`config.mk`:
```
export PLATFORM = sky130hd
export DESIGN_NAME = id_stage
export DESIGN_NICKNAME = d
export VERILOG_FILES = /design/src/rtl/id_stage.sv
export SDC_FILE = /design/constraint.sdc
export NUM_CORES = 1
export LEC_CHECK = 0
export BUFFER_PORTS_ARGS = -buffer_cell sky130_fd_sc_hd__buf_2
export CAP_MARGIN = 20
export CORE_MARGIN = 10
export CORE_UTILIZATION = 35
export DETAILED_ROUTE_END_ITERATION = 8
export PLACE_DENSITY = 0.51
export SLEW_MARGIN = 20
export SYNTH_ARGS = -nofsm -noshare
export SYNTH_HDL_FRONTEND = slang
export SYNTH_SLANG_ARGS = --single-unit
```
`constraint.sdc`:
```
create_clock -name clk -period 3.1 [get_ports clk]
set_clock_uncertainty 0.05 [all_clocks]
set_input_delay 0.31 -clock clk [delete_from_list [all_inputs] [get_ports clk]]
set_output_delay 0.31 -clock clk [all_outputs]
set_load 0.05 [all_outputs]
```
`src/rtl/id_stage.sv`:
```
// id_stage: RV32I decode into ID/EX, load-use hold register, post-flush drop.
// Optional: ID_ILLEGAL_TRAP_EN makes ID_illegal a sticky illegal-opcode flag.
//
// Ports:
//   clk, reset (async, active-high)
//   inst_mem_read_data[31:0], IF_take, EX_MEM_flush
//   ID_EX_valid/branch/take/mem_read/mem_write/reg_write
//   ID_EX_imme[31:0], ID_EX_rs1/rs2/rd[4:0], ID_EX_alu_op[3:0]
//   ID_load_use (combinational), ID_illegal
module id_stage #(
  parameter int FLUSH_DROP = 1
) (
  input  logic        clk,
  input  logic        reset,
  input  logic [31:0] inst_mem_read_data,
  input  logic        IF_take,
  input  logic        EX_MEM_flush,
  output logic        ID_EX_valid,
  output logic        ID_EX_branch,
  output logic        ID_EX_take,
  output logic        ID_EX_mem_read,
  output logic        ID_EX_mem_write,
  output logic        ID_EX_reg_write,
  output logic [31:0] ID_EX_imme,
  output logic [4:0]  ID_EX_rs1,
  output logic [4:0]  ID_EX_rs2,
  output logic [4:0]  ID_EX_rd,
  output logic [3:0]  ID_EX_alu_op,
  output logic        ID_load_use,
  output logic        ID_illegal
);

  localparam logic [6:0] OP_LUI   = 7'b0110111;
  localparam logic [6:0] OP_AUIPC = 7'b0010111;
  localparam logic [6:0] OP_JAL   = 7'b1101111;
  localparam logic [6:0] OP_JALR  = 7'b1100111;
  localparam logic [6:0] OP_BR    = 7'b1100011;
  localparam logic [6:0] OP_LOAD  = 7'b0000011;
  localparam logic [6:0] OP_STORE = 7'b0100011;
  localparam logic [6:0] OP_IMM   = 7'b0010011;
  localparam logic [6:0] OP_OP    = 7'b0110011;

  typedef struct packed {
    logic        valid;
    logic        branch;
    logic        take;
    logic        mem_read;
    logic        mem_write;
    logic        reg_write;
    logic [31:0] imme;
    logic [4:0]  rs1;
    logic [4:0]  rs2;
    logic [4:0]  rd;
    logic [3:0]  alu_op;
  } idex_t;

  typedef enum logic {
    HOLD_EMPTY,
    HOLD_FULL
  } hold_e;

  hold_e       hold_q, hold_d;
  logic [31:0] hinst_q, hinst_d;
  logic        htake_q, htake_d;
  logic [1:0]  drop_q, drop_d;
  idex_t       idex_q, idex_d, dec;

  logic [31:0] inst;
  logic        take;
  logic        legal;
  logic        use1;
  logic        use2;
  logic        dropping;
  logic        load_use;
  logic        issue;

  logic [31:0] imm_i, imm_s, imm_b, imm_u, imm_j;
  logic [2:0]  f3;

  assign inst = (hold_q == HOLD_FULL) ? hinst_q : inst_mem_read_data;
  assign take = (hold_q == HOLD_FULL) ? htake_q : IF_take;
  assign f3   = inst[14:12];

  assign imm_i = {{20{inst[31]}}, inst[31:20]};
  assign imm_s = {{20{inst[31]}}, inst[31:25], inst[11:7]};
  assign imm_b = {{19{inst[31]}}, inst[31], inst[7],
                  inst[30:25], inst[11:8], 1'b0};
  assign imm_u = {inst[31:12], 12'b0};
  assign imm_j = {{11{inst[31]}}, inst[31], inst[19:12],
                  inst[20], inst[30:21], 1'b0};

  // Unused source fields are reported as x0 so they never match a load rd.
  always_comb begin
    dec   = '0;
    legal = 1'b1;
    use1  = 1'b0;
    use2  = 1'b0;
    unique case (1'b1)
      (inst[6:0] == OP_LUI): begin
        dec.imme = imm_u; dec.rd = inst[11:7]; dec.reg_write = 1'b1;
      end
      (inst[6:0] == OP_AUIPC): begin
        dec.imme = imm_u; dec.rd = inst[11:7]; dec.reg_write = 1'b1;
      end
      (inst[6:0] == OP_JAL): begin
        dec.imme = imm_j; dec.rd = inst[11:7]; dec.reg_write = 1'b1;
      end
      (inst[6:0] == OP_JALR): begin
        dec.imme = imm_i; dec.rd = inst[11:7]; dec.reg_write = 1'b1;
        use1 = 1'b1;
      end
      (inst[6:0] == OP_BR): begin
        dec.imme = imm_b; dec.branch = 1'b1;
        dec.alu_op = {1'b0, f3};
        use1 = 1'b1; use2 = 1'b1;
      end
      (inst[6:0] == OP_LOAD): begin
        dec.imme = imm_i; dec.rd = inst[11:7]; dec.reg_write = 1'b1;
        dec.mem_read = 1'b1; use1 = 1'b1;
      end
      (inst[6:0] == OP_STORE): begin
        dec.imme = imm_s; dec.mem_write = 1'b1;
        use1 = 1'b1; use2 = 1'b1;
      end
      (inst[6:0] == OP_IMM): begin
        dec.imme = imm_i; dec.rd = inst[11:7]; dec.reg_write = 1'b1;
        // Only the shift-right group carries funct7[5] (SRAI vs SRLI).
        dec.alu_op = (f3 == 3'b101) ? {inst[30], f3} : {1'b0, f3};
        use1 = 1'b1;
      end
      (inst[6:0] == OP_OP): begin
        dec.rd = inst[11:7]; dec.reg_write = 1'b1;
        dec.alu_op = {inst[30], f3};
        use1 = 1'b1; use2 = 1'b1;
      end
      default: legal = 1'b0;
    endcase
    if (use1) dec.rs1 = inst[19:15];
    if (use2) dec.rs2 = inst[24:20];
    if (dec.rd == 5'd0) dec.reg_write = 1'b0;
    dec.valid = legal;
    dec.take  = take & legal;
  end

  assign dropping = (drop_q != 2'd0);

  assign load_use = !dropping && idex_q.valid && idex_q.mem_read &&
                    (idex_q.rd != 5'd0) &&
                    ((use1 && (dec.rs1 == idex_q.rd)) ||
                     (use2 && (dec.rs2 == idex_q.rd)));

  assign issue = !EX_MEM_flush && !dropping && !load_use;

  always_comb begin
    hold_d  = hold_q;
    hinst_d = hinst_q;
    htake_d = htake_q;
    drop_d  = drop_q;
    idex_d  = '0;
    if (EX_MEM_flush) begin
      hold_d = HOLD_EMPTY;
      drop_d = 2'(FLUSH_DROP);
    end else if (dropping) begin
      drop_d = drop_q - 2'd1;
    end else if (load_use) begin
      hold_d  = HOLD_FULL;
      hinst_d = inst;
      htake_d = take;
    end else begin
      hold_d = HOLD_EMPTY;
      idex_d = dec;
    end
  end

  always_ff @(posedge clk or posedge reset) begin
    if (reset) begin
      hold_q  <= HOLD_EMPTY;
      hinst_q <= '0;
      htake_q <= 1'b0;
      drop_q  <= 2'd0;
      idex_q  <= '0;
    end else begin
      hold_q  <= hold_d;
      hinst_q <= hinst_d;
      htake_q <= htake_d;
      drop_q  <= drop_d;
      idex_q  <= idex_d;
    end
  end

`ifdef ID_ILLEGAL_TRAP_EN
  logic ill_q, ill_d;

  assign ill_d = ill_q | (issue & !legal);

  always_ff @(posedge clk or posedge reset) begin
    if (reset) ill_q <= 1'b0;
    else       ill_q <= ill_d;
  end

  assign ID_illegal = ill_q;
`else
  logic unused_issue;
  assign unused_issue = issue;
  assign ID_illegal   = 1'b0;
`endif

  assign ID_EX_valid     = idex_q.valid;
  assign ID_EX_branch    = idex_q.branch;
  assign ID_EX_take      = idex_q.take;
  assign ID_EX_mem_read  = idex_q.mem_read;
  assign ID_EX_mem_write = idex_q.mem_write;
  assign ID_EX_reg_write = idex_q.reg_write;
  assign ID_EX_imme      = idex_q.imme;
  assign ID_EX_rs1       = idex_q.rs1;
  assign ID_EX_rs2       = idex_q.rs2;
  assign ID_EX_rd        = idex_q.rd;
  assign ID_EX_alu_op    = idex_q.alu_op;
  assign ID_load_use     = load_use;

endmodule

```
==> results.json, run 1 <==
{
  "drc": 0,
  "grt_start_max_net_pins": 58,
  "slew_violations": 0,
  "path_class": "reg -> out",
  "grt.overflow.total": 0,
  "clk_pin_slew_ps": 60,
  "setup_viol": 0,
  "root_buffer": "clkbuf_16",
  "power.leakage_nw": 2.66,
  "holdWs_ps": 106,
  "synth_edf_count": 0,
  "critical_path_required_ps": 2740,
  "first_iter_violations": 186,
  "reg2reg_to": "hinst_q[26]$_DFFE_PP0P_",
  "cts_tree": "built",
  "clk_latency_ps": 360,
  "die_area_sq_um": 17500,
  "firstDrtPassIters": 4,
  "maxClockFrequency_ghz": 0.343,
  "ff2ff_setup_slack_ps": 390,
  "hold_path_depth": 2,
  "htreeDepth": 3,
  "crit_slowest_cell": "dfrtp_4",
  "syn-num-nets": 407,
  "min-delay-start": "EX_MEM_flush",
  "synth.distinct_cells": 55,
  "crit_family": "buffers and inverters",
  "grt_first_pass_wirelength_um": 19400,
  "ff2ff_path_depth": 8,
  "wl_um": 12100,
  "syn2layout_area_growth_pct": 25.1,
  "cap_violations": 0,
  "vias": 3255,
  "power_density_nw_per_um2": 500,
  "grt_use_total": 0.139,
  "dp_hpwl_um": 8850,
  "syn_inst": 370,
  "synth_common_cells": "93 x dfrtp_1, 37 x mux2_2, 30 x nand2_1",
  "cp_slowest_stage_delay_ps": 600,
  "synth_top_cell_by_area": "dfrtp_1",
  "worst_slew_pin_slew_ps": 638,
  "async_flop_share": 1.00,
  "synth_top_area_frac": 0.528,
  "yosysMostFrequentCell": "dfrtp_1",
  "path_buf_inv": 3,
  "worstHoldEndpoint": "hold_q$_DFFE_PP0P_",
  "io_buffer_count": 93,
  "worst-path-max-fanout": 17,
  "finalCritPeriodShare": 0.941,
  "cts_buffer_depth": 2,
  "synth-seq-cells": 93,
  "syn_area_per_cell_sq_um": 11.9,
  "postRouteAntennaNets": 0,
  "cp-end-kind": "primary output",
  "crit_chain": "buf_6 -> and3_1 -> a2111oi_2 -> buf_4 -> nand4_1 -> nand2_1 -> buf_2",
  "maxSlewHeadroom": 0.574,
  "synth_area_leaders": "dfrtp_1 53%, mux2_2 9.5%, mux2_4 6.1%",
  "ys_seq_area_frac": 0.528,
  "cts_buffers": 9,
  "p_total_w": 0.00275,
  "tns_ps": 0,
  "start_util": 0.362,
  "die_h_um": 132,
  "ys_warn_count": 0,
  "clkSinkCount": 93,
  "synthesis.area_sq_um": 4410,
  "core_area_sq_um": 12200,
  "finalHoldViolCount": 0,
  "outcome": "finished, final reports clean",
  "crit_arrival_ps": 2560,
  "n_fill_cell": 1157,
  "min_path_type": "in -> reg",
  "grt_pass1_vias": 3483,
  "grt_setup_unrepaired": "no",
  "die_w_um": 132,
  "routedWlPerCell_um": 18.5,
  "multiInputGateArea_sq_um": 1940,
  "avgViaCountPerCell": 5.00,
  "io_pins": 95,
  "rows": 40,
  "drive_gt1_frac": 0.408,
  "ir_worst_vdd_v": 0.000296,
  "start_kind": "flip-flop",
  "register_area_sq_um": 2330,
  "gp_congestion": 0.873,
  "antenna_found_initial": 0,
  "antenna_cells": 0,
  "fin_crit_ps": 2920,
  "r2r-start": "hold_q$_DFFE_PP0P_",
  "synthFlopType": "dfrtp_1",
  "nets": 515
}
[worst max path at each step]
stage	startpoint	end	slack (ps)	cells past startpoint
after CTS	hold_q$_DFFE_PP0P_	ID_load_use	60	6
after global routing	hold_q$_DFFE_PP0P_	ID_load_use	30	6
after floorplan	reset	ID_EX_alu_op[0]$_DFF_PP0_	320	1
final	hold_q$_DFFE_PP0P_	ID_load_use	180	7
after global placement	hold_q$_DFFE_PP0P_	ID_EX_alu_op[3]$_DFF_PP0_	130	7
after detailed placement	hold_q$_DFFE_PP0P_	hinst_q[30]$_DFFE_PP0P_	190	7
[sequential cells by signal, indices dropped and copies added, names as in the netlist]
signal / count
ID_EX_alu_op: 4
ID_EX_branch: 1
ID_EX_imme: 32
ID_EX_mem_read: 1
ID_EX_mem_write: 1
ID_EX_rd: 5
ID_EX_reg_write: 1
ID_EX_rs1: 5
ID_EX_rs2: 5
ID_EX_take: 1
ID_EX_valid: 1
drop_q: 2
hinst_q: 32
hold_q: 1
htake_q: 1
[cell families (layout without fill, tap and decap cells)]
| group | after synthesis | count (layout) | synth area share |
|---|---|---|---|
| compound gates | 53 | 53 | 0.0923 |
| xor+xnor | 11 | 11 | 0.0219 |
| other cells | 1 | 1 | 0.000851 |
| buf+inv | 25 | 138 | 0.0318 |
| simple gates | 119 | 119 | 0.139 |
| mux | 67 | 67 | 0.183 |
| fa+ha+maj | 1 | 1 | 0.00284 |
| flops | 93 | 93 | 0.528 |
[worst reg2reg max path: cells and delay by family, from the launching register on]
family | cells | cell delay (ps)
compound gates | 3 | 770
flops | 1 | 600
buf+inv | 2 | 460
mux | 1 | 380
simple gates | 2 | 350
[cell type report]
| type | count | share of cell area |
|---|---|---|
| clock buffers | 9 | 0.0409 |
| clock inverters | 7 | 0.0191 |
| flip-flops and latches | 93 | 0.423 |
| inverters | 7 | 0.00499 |
| well taps | 168 | 0.0381 |
| multi-input cells | 252 | 0.352 |
| repair buffers | 115 | 0.122 |
[metrics by stage]
step	cell area (sq um)	util	std cells	worst slack (ps)
2_1_floorplan	4410	-	370	320
3_3_place_gp	5160	0.424	633	132
3_5_place_dp	5160	0.424	633	185
4_1_cts	5500	0.452	650	55.9
5_1_grt	5510	0.453	651	34.1
6_report	5510	0.453	651	183
[per-layer routing]
metal	share of wire	global-route usage	vias to the layer above
met5	0	0	-
met4	0.017	0.0513	0
met3	0.058	0.0415	15
met2	0.47	0.222	80
met1	0.46	0.174	1624
li1	-	-	1536
[cells in the final DEF, fill, tap and decap left out, types with 5 or more instances in the layout]
master,instances
a21oi_1,25
inv_1,6
clkbuf_16,9
nor3_1,20
a22oi_1,5
mux2_2,37
xor2_1,6
nor2_1,28
nand2_1,30
mux2i_1,12
xnor2_1,5
nor3b_1,13
buf_2,93
dfrtp_1,92
mux2_4,18
buf_4,17
[report_power, final]
group | switching, W | internal, W
combinational | 0.000183 | 0.000103
sequential | 0.00000952 | 0.00123
clock | 0.000510 | 0.000719
total | 0.000703 | 0.00205
[what timing repair did]
action,4_1_cts,5_1_grt
endpoints found under the hold margin,36,0
buffers inserted,0,1
pin swaps,0,0
setup endpoints to repair,1,1
gates resized for setup,1,0
hold buffers,1,0
(Power assumes the default switching activity.)
==> run 2: changes to the inputs <==
--- a/config.mk
+++ b/config.mk
@@ -5,6 +5,7 @@
 export SDC_FILE = /design/constraint.sdc
 export NUM_CORES = 1
 export LEC_CHECK = 0
+export ABC_AREA = 1
 export BUFFER_PORTS_ARGS = -buffer_cell sky130_fd_sc_hd__buf_2
 export CAP_MARGIN = 20
 export CORE_MARGIN = 10
==> run 2 against run 1 <==
Against the previous run:
- final cell count grew 27%
- highest routed layer unchanged
- count of clock-buffer cells in the layout grew 2
- global-route usage grew 1.4 points
- die area grew 1.1%
- core utilization shrank 2.5 points
- critical path type unchanged
- register-to-register slack lost 40 ps
- via count grew 22%
- synthesized cell count grew 52%
- sequential power is essentially flat
- routed wire length grew 10%
- cell area shrank 2.3%
==> results.json, run 2 <==
{
  "outcome": "finished, final reports clean",
  "crit_path_start": "hold_q$_DFFE_PP0P_",
  "avgViaCountPerCell": 4.80,
  "start_util": 0.355,
  "layout_common_cells": "197 x nand2_1, 92 x dfrtp_1, 92 x buf_2, 69 x nor2_1, 47 x inv_1",
  "drc": 0,
  "io_buffer_count": 93,
  "worstHoldEndpoint": "ID_EX_take$_DFF_PP0_",
  "die_area_sq_um": 17700,
  "pwr-share-comb": 0.105,
  "pwr-share-seq": 0.491,
  "grt_use_met2": 0.245,
  "postLayoutCellArea_sq_um": 5390,
  "fin_crit_ps": 2830,
  "synth.distinct_cells": 35,
  "met3_usage": 0.0431,
  "power.leakage_nw": 2.97,
  "first_iter_violations": 238,
  "finalCritPeriodShare": 0.912,
  "stdcell_count": 828,
  "use_met1": 0.190,
  "dpl-instance-area_sq_um": 5060,
  "clkSinkCount": 93,
  "top_usage_layer": "met2",
  "drive_gt1_frac": 0.224,
  "finalHoldViolCount": 0,
  "synth_top_area_frac": 0.521,
  "syn_inst": 561,
  "slew_violations": 0,
  "synth_top_cell_by_area": "dfrtp_1",
  "root_buffer": "clkbuf_16",
  "worst-path-max-fanout": 21,
  "syn_area_per_cell_sq_um": 7.96,
  "io_pins": 95,
  "grt_first_pass_wirelength_um": 21400,
  "async_flop_share": 1.00,
  "die_w_um": 133,
  "die_h_um": 133,
  "rows": 41,
  "routedWlPerCell_um": 16.1,
  "ys_seq_area_frac": 0.521,
  "synth_edf_count": 0,
  "grt.overflow.total": 0,
  "yosysMostFrequentCell": "nand2_1",
  "min-delay-start": "IF_take",
  "synth-seq-cells": 93,
  "maxSlewHeadroom": 0.496,
  "critical_path_required_ps": 2740,
  "firstDrtPassIters": 5,
  "power.internal_w": 0.00185,
  "path_class": "reg -> out",
  "clkPwrFrac": 0.404,
  "antenna_cells": 0,
  "ys_warn_count": 0,
  "final_common_cell": "nand2_1",
  "cts_tree": "built",
  "core_area_sq_um": 12600,
  "synthesis.area_sq_um": 4460,
  "nets": 688,
  "crit_family": "simple AND/OR/NAND/NOR gates",
  "cp_slowest_stage_delay_ps": 460,
  "grt_use_total": 0.153,
  "p_sw_frac": 0.266,
  "cts_buffer_depth": 2,
  "min_path_type": "in -> reg",
  "syn2layout_area_growth_pct": 20.7,
  "setup_viol": 0,
  "power_density_nw_per_um2": 467,
  "antenna_found_initial": 0,
  "grt_pass1_vias": 3948,
  "cts_buffers": 9,
  "grt_start_max_net_pins": 43,
  "htreeDepth": 3,
  "crit_slowest_cell": "dfrtp_2",
  "gp_congestion": 0.893,
  "tns_ps": 0,
  "synth_area_leaders": "dfrtp_1 52%, nand2_1 17%, nor2_1 6.0%",
  "clk_pin_slew_ps": 70,
  "crit_chain": "buf_12 -> nand2_1 -> nand2_1 -> nand2_1 -> nor2_2 -> nand2_2 -> nand2_4 -> nand2_1 -> nand2_1 -> nand2_1 -> nor2_1 -> nand2_1 -> nand2_4 -> nand2_8 -> inv_1 -> buf_6",
  "path_buf_inv": 3,
  "vias": 3973,
  "switchingPower_w": 0.000670,
  "crit_path_frequent_cell": "nand2_1",
  "hold_path_depth": 3,
  "syn-num-nets": 598,
  "reg2reg_to": "hold_q$_DFFE_PP0P_",
  "ir_worst_vdd_v": 0.000176,
  "cap_violations": 0,
  "synthFlopType": "dfrtp_1",
  "ff2ff_path_depth": 16,
  "wl_um": 13300,
  "n_fill_cell": 1335,
  "worst_slew_pin_slew_ps": 757,
  "placedCellCount": 810,
  "synth_common_cells": "197 x nand2_1, 93 x dfrtp_1, 71 x nor2_1",
  "maxClockFrequency_ghz": 0.354,
  "crit_arrival_ps": 2470,
  "ff2ff_setup_slack_ps": 350,
  "start_kind": "flip-flop",
  "postRouteAntennaNets": 0,
  "clk_latency_ps": 360,
  "cp-end-kind": "primary output",
  "grt_setup_unrepaired": "no",
  "dp_hpwl_um": 9980,
  "r2r-start": "hold_q$_DFFE_PP0P_"
}
-- run 2: cell types whose count changed after synthesis, sizes merged, moves of 13 or more --
| cell | previous run | this run |
|---|---|---|
| nor3b | 13 | 0 |
| nor3 | 20 | 2 |
| nor2 | 29 | 73 |
| nand3 | 3 | 20 |
| inv | 7 | 50 |
| mux2 | 55 | 0 |
| nand4 | 4 | 34 |
| nand2 | 30 | 207 |
-- run 2: power groups by stage --
stage | clock network (W) | logic, W | registers (W)
2_1_floorplan | 0 | 0.000165 | 0.00127
3_3_place_gp | 0 | 0.000262 | 0.00126
3_5_place_dp | 0 | 0.000264 | 0.00126
4_1_cts | 0.00105 | 0.000266 | 0.00124
5_1_grt | 0.00110 | 0.000296 | 0.00124
6_report | 0.00102 | 0.000264 | 0.00124
-- run 2: layout make-up --
class	instances	area, sq um	area share
clock buffers	11	233	0.0432
clock inverters	5	37.5	0.00697
inverters	51	201	0.0374
multi-input cells	391	1790	0.333
flip-flops and latches	93	2330	0.432
well taps	172	215	0.0400
repair buffers	105	577	0.107
-- run 2: cells by family after synthesis --
logic type	count (synthesis)	synth area share
flip-flops	93	0.521
other	1	0.000840
AND/OR/NAND/NOR	342	0.335
buffers and inverters	77	0.0793
adder cells (fa/ha/maj)	1	0.00280
AO/OA/AOI/OAI	46	0.0589
XOR/XNOR	1	0.00196
-- run 2: worst min-delay path, stage by stage --
cell and delay, ps:
buf_2 70, o21ai_0 90, nor2_1 120
-- run 2: worst max-delay path by stage --
stage / end / slack [ps] / depth (start not counted)
after floorplan: ID_EX_alu_op[0]$_DFF_PP0_ / 320 / 1
after global placement: ID_EX_imme[24]$_DFF_PP0_ / 430 / 11
after detailed placement: ID_load_use / 360 / 16
after CTS: ID_load_use / 30 / 16
after global routing: ID_load_use / 10 / 16
final: ID_load_use / 270 / 16
-- run 2: repair_timing --
action	4_1_cts	5_1_grt
pin swaps	0	1
hold endpoints to repair	40	0
hold buffers	1	0
buffers inserted	0	1
setup endpoints to repair	1	2
gates resized for setup	2	10
-- run 2: through the flow --
step | util | power, W | setup WS [ps] | hold WS [ps]
CTS | 0.425 | 0.00255 | 31.7 | 225
detailed placement | 0.402 | 0.00152 | 358 | 349
global route | 0.429 | 0.00263 | 14.9 | 303
finish | 0.429 | 0.00252 | 274 | 232
floorplan | - | 0.00144 | 320 | 384
global placement | 0.402 | 0.00152 | 426 | 338
-- run 2: per-layer routing --
metal,wire (um),share of wire
met1,5900,0.44
met5,0,0
met2,6320,0.48
met3,788,0.059
met4,291,0.022
